File: config.mk
export PLATFORM = sky130hd
export DESIGN_NAME = calc_hist
export DESIGN_NICKNAME = d
export VERILOG_FILES = /design/src/rtl/calc_hist.sv
export SDC_FILE = /design/constraint.sdc
export NUM_CORES = 1
export LEC_CHECK = 0
export ABC_AREA = 1
export CORE_ASPECT_RATIO = 1.5
export CORE_UTILIZATION = 45
export DETAILED_ROUTE_END_ITERATION = 6
export PLACE_DENSITY_LB_ADDON = 0.2
export SYNTH_ARGS = -nofsm -noshare
export SYNTH_HDL_FRONTEND = slang
export SYNTH_SLANG_ARGS = --single-unit
File: constraint.sdc
create_clock -name clk -period 2.2 [get_ports clk]
set_clock_uncertainty 0.1 [all_clocks]
set_input_delay 0.44 -clock clk [delete_from_list [all_inputs] [get_ports clk]]
set_output_delay 0.44 -clock clk [all_outputs]
set_load 0.02 [all_outputs]
File: src/rtl/calc_hist.sv
// Board calculator with undo history, overflow/zero flags and edge-triggered buttons.
// Define CALC_MUL_EN to add the sequential shift-add multiply (btnm extended op).
module calc_hist #(
    parameter int WIDTH = 16,
    parameter int DEPTH = 8
) (
    input  logic                         clk,
    input  logic                         btnu,
    input  logic                         btnl,
    input  logic                         btnc,
    input  logic                         btnr,
    input  logic                         btnm,
    input  logic                         btnd,
    input  logic                         btnx,
    input  logic [WIDTH-1:0]             sw,
    output logic [WIDTH-1:0]             led,
    output logic                         zero,
    output logic                         ovf,
    output logic                         busy,
    output logic [$clog2(DEPTH+1)-1:0]   hist_cnt
);

    localparam int SW_BITS = $clog2(WIDTH);
    localparam int CW      = $clog2(DEPTH+1);
    localparam int PW      = $clog2(DEPTH);

    logic [2:0]         d_sync, x_sync;
    logic               exe_p, undo_p;
    logic [WIDTH-1:0]   acc;
    logic [WIDTH-1:0]   hist [DEPTH];
    logic [PW-1:0]      top, top_inc, top_dec;
    logic [2:0]         op;
    logic [SW_BITS-1:0] shamt;
    logic [WIDTH-1:0]   sum, diff, alu_res;
    logic               alu_ovf;
    logic               commit, undo;
    logic [WIDTH-1:0]   commit_val;
    logic               commit_ovf;

    // Bits [1:0] synchronise, bit [2] is the previous value for edge detection.
    // NOTE: sequential state uses non-blocking assignments so every flop samples pre-edge values.
    always_ff @(posedge clk or negedge btnu) begin
        if (!btnu) begin
            d_sync <= '0;
            x_sync <= '0;
        end else begin
            d_sync <= {d_sync[1:0], btnd};
            x_sync <= {x_sync[1:0], btnx};
        end
    end

    assign exe_p  = d_sync[1] & ~d_sync[2];
    assign undo_p = x_sync[1] & ~x_sync[2];

    assign op    = {btnl, btnc, btnr};
    assign shamt = sw[SW_BITS-1:0];
    assign sum   = acc + sw;
    assign diff  = acc - sw;

    // NOTE: every always_comb output gets a default first, so no path can infer a latch.
    always_comb begin
        alu_res = '0;
        alu_ovf = 1'b0;
        case (op)
            3'b000: alu_res = acc & sw;
            3'b001: alu_res = acc | sw;
            3'b010: begin
                alu_res = sum;
                alu_ovf = (acc[WIDTH-1] == sw[WIDTH-1]) && (sum[WIDTH-1] != acc[WIDTH-1]);
            end
            3'b011: begin
                alu_res = diff;
                alu_ovf = (acc[WIDTH-1] != sw[WIDTH-1]) && (diff[WIDTH-1] != acc[WIDTH-1]);
            end
            3'b100: alu_res = {{(WIDTH-1){1'b0}}, ($signed(acc) < $signed(sw))};
            3'b101: alu_res = acc << shamt;
            3'b110: alu_res = $signed(acc) >>> shamt;
            default: alu_res = acc ^ sw;
        endcase
    end

`ifdef CALC_MUL_EN
    typedef enum logic {IDLE, MUL} state_t;

    state_t               state_q, state_d;
    logic                 start_mul;
    logic [2*WIDTH-1:0]   mcand, prod, prod_next;
    logic [WIDTH-1:0]     mult;
    logic [SW_BITS-1:0]   mul_cnt;

    assign prod_next = prod + (mult[0] ? mcand : '0);

    always_ff @(posedge clk or negedge btnu) begin
        if (!btnu) state_q <= IDLE;
        else       state_q <= state_d;
    end

    always_comb begin
        state_d    = state_q;
        start_mul  = 1'b0;
        commit     = 1'b0;
        undo       = 1'b0;
        commit_val = alu_res;
        commit_ovf = alu_ovf;
        case (state_q)
            IDLE: begin
                if (exe_p) begin
                    if (btnm) begin
                        start_mul = 1'b1;
                        state_d   = MUL;
                    end else begin
                        commit = 1'b1;
                    end
                end else if (undo_p && hist_cnt != '0) begin
                    undo = 1'b1;
                end
            end
            MUL: begin
                // Last partial product is folded in on the same edge as the commit.
                if (mul_cnt == SW_BITS'(WIDTH-1)) begin
                    commit     = 1'b1;
                    commit_val = prod_next[WIDTH-1:0];
                    commit_ovf = |prod_next[2*WIDTH-1:WIDTH];
                    state_d    = IDLE;
                end
            end
            default: state_d = IDLE;
        endcase
    end

    always_ff @(posedge clk or negedge btnu) begin
        if (!btnu) begin
            mcand   <= '0;
            mult    <= '0;
            prod    <= '0;
            mul_cnt <= '0;
        end else if (start_mul) begin
            mcand   <= {{WIDTH{1'b0}}, acc};
            mult    <= sw;
            prod    <= '0;
            mul_cnt <= '0;
        end else if (state_q == MUL) begin
            prod    <= prod_next;
            mcand   <= mcand << 1;
            mult    <= mult >> 1;
            mul_cnt <= mul_cnt + 1'b1;
        end
    end

    assign busy = (state_q == MUL);
`else
    logic unused_btnm;
    assign unused_btnm = btnm;

    always_comb begin
        commit     = exe_p;
        undo       = undo_p && !exe_p && (hist_cnt != '0);
        commit_val = alu_res;
        commit_ovf = alu_ovf;
    end

    assign busy = 1'b0;
`endif

    assign top_inc = (top == PW'(DEPTH-1)) ? '0 : top + 1'b1;
    assign top_dec = (top == '0) ? PW'(DEPTH-1) : top - 1'b1;

    always_ff @(posedge clk or negedge btnu) begin
        if (!btnu) begin
            acc      <= '0;
            ovf      <= 1'b0;
            top      <= '0;
            hist_cnt <= '0;
        end else if (commit) begin
            acc <= commit_val;
            ovf <= commit_ovf;
            top <= top_inc;
            if (hist_cnt != CW'(DEPTH)) hist_cnt <= hist_cnt + 1'b1;
        end else if (undo) begin
            acc      <= hist[top_dec];
            top      <= top_dec;
            hist_cnt <= hist_cnt - 1'b1;
            ovf      <= 1'b0;
        end
    end

    // NOTE: history storage has no reset; hist_cnt alone decides which entries are valid.
    always_ff @(posedge clk) begin
        if (commit) hist[top] <= acc;
    end

    assign led  = acc;
    assign zero = (acc == '0);

endmodule

==> flow_summary.yaml, run 1 <==
logic_synthesis:
  netlist_area_sq_mm: 0.0104
  ys_seq_area_share_pct: 44.3
  synth.top_cell.area_share_pct: 37.0
  ys_top_cells_by_area: "edfxtp_1, nand2_1, ha_1"
  ys_types: 49
  ys_ff_latch: 158
  synthCells: 1277
  synth_area_leader_cell: "edfxtp_1"
  syn_nets: 1366
  syn_avg_cell_area_sq_um: 8.13
  synth_warnings: 0
worst_setup_path:
  cp_top_family: "simple AND/OR/NAND/NOR gates"
  crit_chain: "inv_4, nand4_1, nor4_2, buf_4, buf_6"
  cp.depth: 5
  worst_setup_path_end_kind: "output port"
  crit_path_start_kind: "flip-flop"
  worstSetupPathType: "flip-flop to output port"
  worst_path_largest_cell_delay_ns: 0.42
  rr_startpoint: "led[0]$_DFFE_PN0P_"
  timing.rr.end: "led[12]$_DFFE_PN0P_"
  ff2ff_path_depth: 16
  cp.arrival_ns: 1.74
  cp_max_fo: 3
  cpMaxStageDelayCell: "dfrtp_2"
  critical_path_buf_inv_count: 3
  worstPathRequired_ns: 1.66
  r2r_slack_ns: -0.02
place:
  hpwl_um: 28700
  placed_cells: 1771
  routabilityCongestion: 0.994
  numPortBuffers: 44
final_layout:
  final_cell_mix: "nand2_1, buf_4, nand3_1"
  final_common_cell: "nand2_1"
  nNetsFinal: 1626
  final_util_pct: 63.7
  antennaDiodeCount: 0
  syn_to_final_growth_pct: 37.8
  drive_gt1_share_pct: 30.3
  instances_no_fill: 1826
grt:
  grt_use_total_pct: 32.8
  grtUsageMet1_pct: 35.8
  grtUsageMet3_pct: 3.45
  grtUsageMet2_pct: 59.4
  antenna_found_initial: 0
  grt_pass1_wl_um: 57300
  first_global_vias: 10100
  grt_max_degree: 38
  busiest_layer: "met2"
  grt_overflow: 0
cts:
  numClockSinks: 158
  h-tree-depth: 4
  worst_skew_pair.late_latency_ns: 0.42
  cts_tree: "yes"
  clock_path_buffers: 2
  path_clk_slew_ns: 0.06
  root_buffer: "clkbuf_16"
  cts_made_buffers: 17
drt:
  dr.pass1.iters: 6
  drtIter0Drc: 1048
  dr_total_vias: 10400
  ant_nets: 0
  wl_per_cell_um: 21.0
  wirelength_um: 38400
  viasPerCell: 5.68
  drc_errors: 0
sta:
  final_max_slew_viol_count: 0
  fin_crit_sh_pct: 104
  setup_viol: 4
  clock.fmax_mhz: 439
  setup-tns-final_ns: -0.134
  hold_violations: 0
  worst_slack_ns: -0.0782
  rsz0062_at_grt: "yes"
  min_period_ns: 2.28
min_path:
  hold_path_startpoint: "d_sync[0]$_DFF_PN0_"
  hold_path_class: "flip-flop to flip-flop"
  whs_endpoint: "d_sync[1]$_DFF_PN0_"
  holdPathStages: 0
floorplanning:
  num_rows: 67
  die-area_sq_mm: 0.0237
  die_h_um: 188
  start_util_pct: 46.2
  coreArea_sq_mm: 0.0225
  ios: 47
  die_w_um: 126
power_and_ir_drop:
  power.leakage_nw: 6.25
  peakVddDrop_mv: 0.625
  powerDensity_mw_per_mm2: 1340
status:
  violations: "negative setup slack"
  status: "complete, but fails checks"
run:
  maxCapViolCount: 0
[area by class of cell]
| type | count | area, sq um |
|---|---|---|
| clock buffer | 20 | 437 |
| clock inverter | 12 | 144 |
| fill | 1941 | 8160 |
| inverter | 120 | 479 |
| multi-input combinational | 937 | 5670 |
| sequential | 158 | 4610 |
| tap | 276 | 345 |
| timing repair buffer | 303 | 2630 |
[report_power, final]
part	total [W]	internal, W	switching, W	leakage (nW)
Sequential	0.00425	0.00400	0.000245	1.52
Combinational	0.0120	0.00485	0.00715	4.45
Clock	0.00290	0.00177	0.00113	0.275
Total	0.0192	0.0106	0.00853	6.25
[sequential cells by signal, indices dropped and copies added (netlist names)]
signal	flops
hist	128
led	16
hist_cnt	4
d_sync	3
top	3
x_sync	3
ovf	1
[through the flow]
stage	area, sq um	setup slack (ns)	total power, W	hold slack (ns)
floorplan	10500	-0.0202	0.00971	0.0444
global placement	12800	-0.809	0.0146	0.232
detailed placement	12800	-0.799	0.0146	0.241
CTS	13700	-0.0915	0.0179	0.255
global route	14300	-0.125	0.0202	0.256
finish	14300	-0.0782	0.0192	0.253
[how the worst max path moves through the flow]
stage,from,endpoint,slack (ns)
final,led[10]$_DFFE_PN0P_,zero,-0.08
after global routing,led[0]$_DFFE_PN0P_,led[14]$_DFFE_PN0P_,-0.12
after CTS,led[0]$_DFFE_PN0P_,zero,-0.09
after detailed placement,sw[3],led[9]$_DFFE_PN0P_,-0.80
after global placement,sw[3],led[9]$_DFFE_PN0P_,-0.81
after floorplan,d_sync[2]$_DFF_PN0_,hist[1][0]$_DFFE_PP_,-0.02
[cell usage after synthesis (all sizes together)]
| master | n |
|---|---|
| xor2 | 2 |
| nor4 | 1 |
| nand3b | 3 |
| o211ai | 11 |
| a31oi | 4 |
| a21boi | 1 |
| nand3 | 156 |
| buf | 34 |
| nor3 | 10 |
| conb | 1 |
| and3 | 1 |
| or2 | 3 |
| o21bai | 6 |
| edfxtp | 128 |
| nand2 | 290 |
| a21oi | 69 |
| nand4 | 17 |
| o221ai | 34 |
| o22ai | 4 |
| a211oi | 1 |
| o21a | 1 |
| and2 | 8 |
| o31ai | 2 |
| dfrtp | 30 |
| o2111ai | 1 |
| o211a | 1 |
| clkbuf | 28 |
| o21ai | 115 |
| fa | 3 |
| xnor2 | 1 |
| inv | 120 |
| nor3b | 1 |
| nor2 | 128 |
| ha | 62 |
[routing by layer]
layer	wire length [um]	part of all wire, %
met5	0	0
met4	2920	7.6
met3	1800	4.7
met2	19800	51
met1	13900	36
[repair_timing]
| action | CTS | global route |
|---|---|---|
| endpoints found under the setup margin | 31 | 19 |
| cloned | 0 | 2 |
| hold buffers | 0 | 0 |
| setup buffers | 8 | 14 |
| gates resized for setup | 94 | 137 |
| pin swaps | 32 | 49 |
[cells by family after synthesis]
| group | after synthesis | synth area share, % |
|---|---|---|
| adders and majority gates | 65 | 8.05 |
| xor gates and xnor gates | 3 | 0.253 |
| AOI/OAI and AO/OA | 250 | 14.4 |
| other | 1 | 0.0361 |
| buffers and inverters | 182 | 7.25 |
| and+or+nand+nor | 618 | 25.8 |
| DFF | 158 | 44.3 |
(Power assumes the default switching activity.)
==> inputs of run 2 (changes only) <==
- CORE_UTILIZATION: 45 -> 30
- HOLD_SLACK_MARGIN: not set -> 0.08
==> flow_summary.yaml, run 2 (synthesized netlist as in run 1, its figures left out) <==
power_and_ir_drop:
  powerDensity_mw_per_mm2: 1320
  peakVddDrop_mv: 0.742
  power.leakage_nw: 6.49
  total_power_w: 0.0196
worst_setup_path:
  cp_top_family: "buffers and inverters"
  worstSetupPathType: "flip-flop to output port"
  cpMaxStageDelayCell: "dfrtp_2"
  cp.arrival_ns: 1.77
  startpoint: "led[0]$_DFFE_PN0P_"
  cp_max_fo: 3
  worst_path_largest_cell_delay_ns: 0.46
  worst_setup_path_end_kind: "output port"
  timing.rr.end: "led[2]$_DFFE_PN0P_"
  r2r_slack_ns: -0.08
  critical_path_buf_inv_count: 4
  crit_top_cell: "buf_4"
  cp.depth: 6
  crit_chain: "inv_4, buf_4, nand4_1, nor4_2, buf_4, buf_6"
  rr_startpoint: "led[0]$_DFFE_PN0P_"
  ff2ff_path_depth: 13
  crit_end: "zero"
  worstPathRequired_ns: 1.66
  crit_path_start_kind: "flip-flop"
place:
  placed_cell_area_sq_mm: 0.0133
  routabilityCongestion: 0.954
  hpwl_um: 31400
  numPortBuffers: 44
grt:
  grt_overflow: 0
  grt_max_degree: 38
  grt_use_total_pct: 23.2
  grt_pass1_wl_um: 60300
  first_global_vias: 10200
  antenna_found_initial: 1
final_layout:
  largest-register: "hist"
  final_cell_mix: "nand2_1, buf_4, nand3_1"
  final_common_cell: "nand2_1"
  syn_to_final_growth_pct: 42.8
  antennaDiodeCount: 0
  largest_reg_flops: 128
  nNetsFinal: 1652
  fill_cells: 3341
  final_util_pct: 43.4
  drive_gt1_share_pct: 31.7
  final_area_sq_mm: 0.0148
sta:
  hold_violations: 0
  holdWs_ns: 0.248
  final_max_slew_viol_count: 0
  worst_slack_ns: -0.106
  setup_viol: 5
  rsz0062_at_grt: "yes"
  clock.fmax_mhz: 434
  min_period_ns: 2.31
  fin_crit_sh_pct: 105
  setup-tns-final_ns: -0.332
cts:
  path_clk_slew_ns: 0.06
  numClockSinks: 158
  root_buffer: "clkbuf_16"
  cts_tree: "yes"
  worst_skew_pair.late_latency_ns: 0.44
  h-tree-depth: 4
  postCtsHoldBufs: 0
  cts_made_buffers: 17
  clock_path_buffers: 2
floorplanning:
  coreArea_sq_mm: 0.0342
  die_h_um: 230
  die_w_um: 154
  ios: 47
  die-area_sq_mm: 0.0354
  start_util_pct: 30.4
  num_rows: 83
drt:
  viasPerCell: 5.10
  drc_errors: 0
  ant_nets: 0
  dr_total_vias: 10200
  drtIter0Drc: 651
  wl_per_cell_um: 20.6
  wirelength_um: 41200
  dr.pass1.iters: 5
status:
  status: "complete, but fails checks"
  violations: "negative setup slack"
run:
  maxCapViolCount: 0
min_path:
  hold_path_class: "flip-flop to flip-flop"
[run 2: changes by cell type in the layout (fill, tap and decap cells not counted), moves of 6 or more]
cell and delta:
a21oi_2 -7, buf_4 +14, buf_12 +7, nand3_1 -9, nor2_2 +6, nor2_1 -6
nand3_2 +9
[run 2: metal layers]
layer	share of wire (%)	global-route usage (%)	up-vias
li1	-	-	4973
met1	36	23.4	4868
met2	53	44.1	243
met3	2.6	2.21	115
met4	8.0	17.0	0
met5	0	0	-
[run 2: how the worst min path moves through the flow]
stage               depth (start not counted)                   to           startpoint  slack, ns
global placement                            0  d_sync[1]$_DFF_PN0_  d_sync[0]$_DFF_PN0_       0.24
floorplan                                   0  d_sync[0]$_DFF_PN0_                 btnu       0.04
CTS                                         0  d_sync[1]$_DFF_PN0_  d_sync[0]$_DFF_PN0_       0.25
global route                                0  d_sync[1]$_DFF_PN0_  d_sync[0]$_DFF_PN0_       0.26
finish                                      0  d_sync[1]$_DFF_PN0_  d_sync[0]$_DFF_PN0_       0.25
detailed placement                          0  d_sync[1]$_DFF_PN0_  d_sync[0]$_DFF_PN0_       0.24
[run 2: report_power, final]
group	leakage (nW)	switching, W	internal, W
registers	1.52	0.000233	0.00400
logic	4.67	0.00724	0.00509
clock network	0.297	0.00121	0.00179
total	6.49	0.00868	0.0109
[run 2: area by class of cell]
type | count | area (sq um) | area share (%)
Clock buffer | 18 | 429 | 2.89
Clock inverter | 14 | 169 | 1.14
Inverter | 120 | 479 | 3.23
Multi-Input combinational cell | 937 | 5670 | 38.3
Sequential cell | 158 | 4610 | 31.1
Tap cell | 425 | 532 | 3.59
Timing Repair Buffer | 329 | 2940 | 19.8
[run 2: worst reg2reg max path, cell delays in order (launching register included)]
cell	delay [ns]
dfrtp_2	0.46
inv_4	0.09
buf_6	0.09
ha_4	0.12
inv_2	0.04
fa_2	0.41
buf_6	0.15
buf_6	0.11
o21ai_4	0.12
a21oi_2	0.05
nor3_2	0.16
nand3_1	0.11
nand2_2	0.09
o211ai_2	0.07
[run 2: through the flow]
| stage | setup slack [ns] | instances |
|---|---|---|
| 2_1_floorplan | -0.0202 | 1277 |
| 3_3_place_gp | -0.730 | 1945 |
| 3_5_place_dp | -0.723 | 1945 |
| 4_1_cts | -0.117 | 1984 |
| 5_1_grt | -0.197 | 2001 |
| 6_report | -0.106 | 2001 |
[run 2: timing repair]
item	4_1_cts	5_1_grt
resized for setup	107	125
gates cloned	0	4
pin swaps	29	46
setup endpoints to repair	28	19
setup buffers	7	13
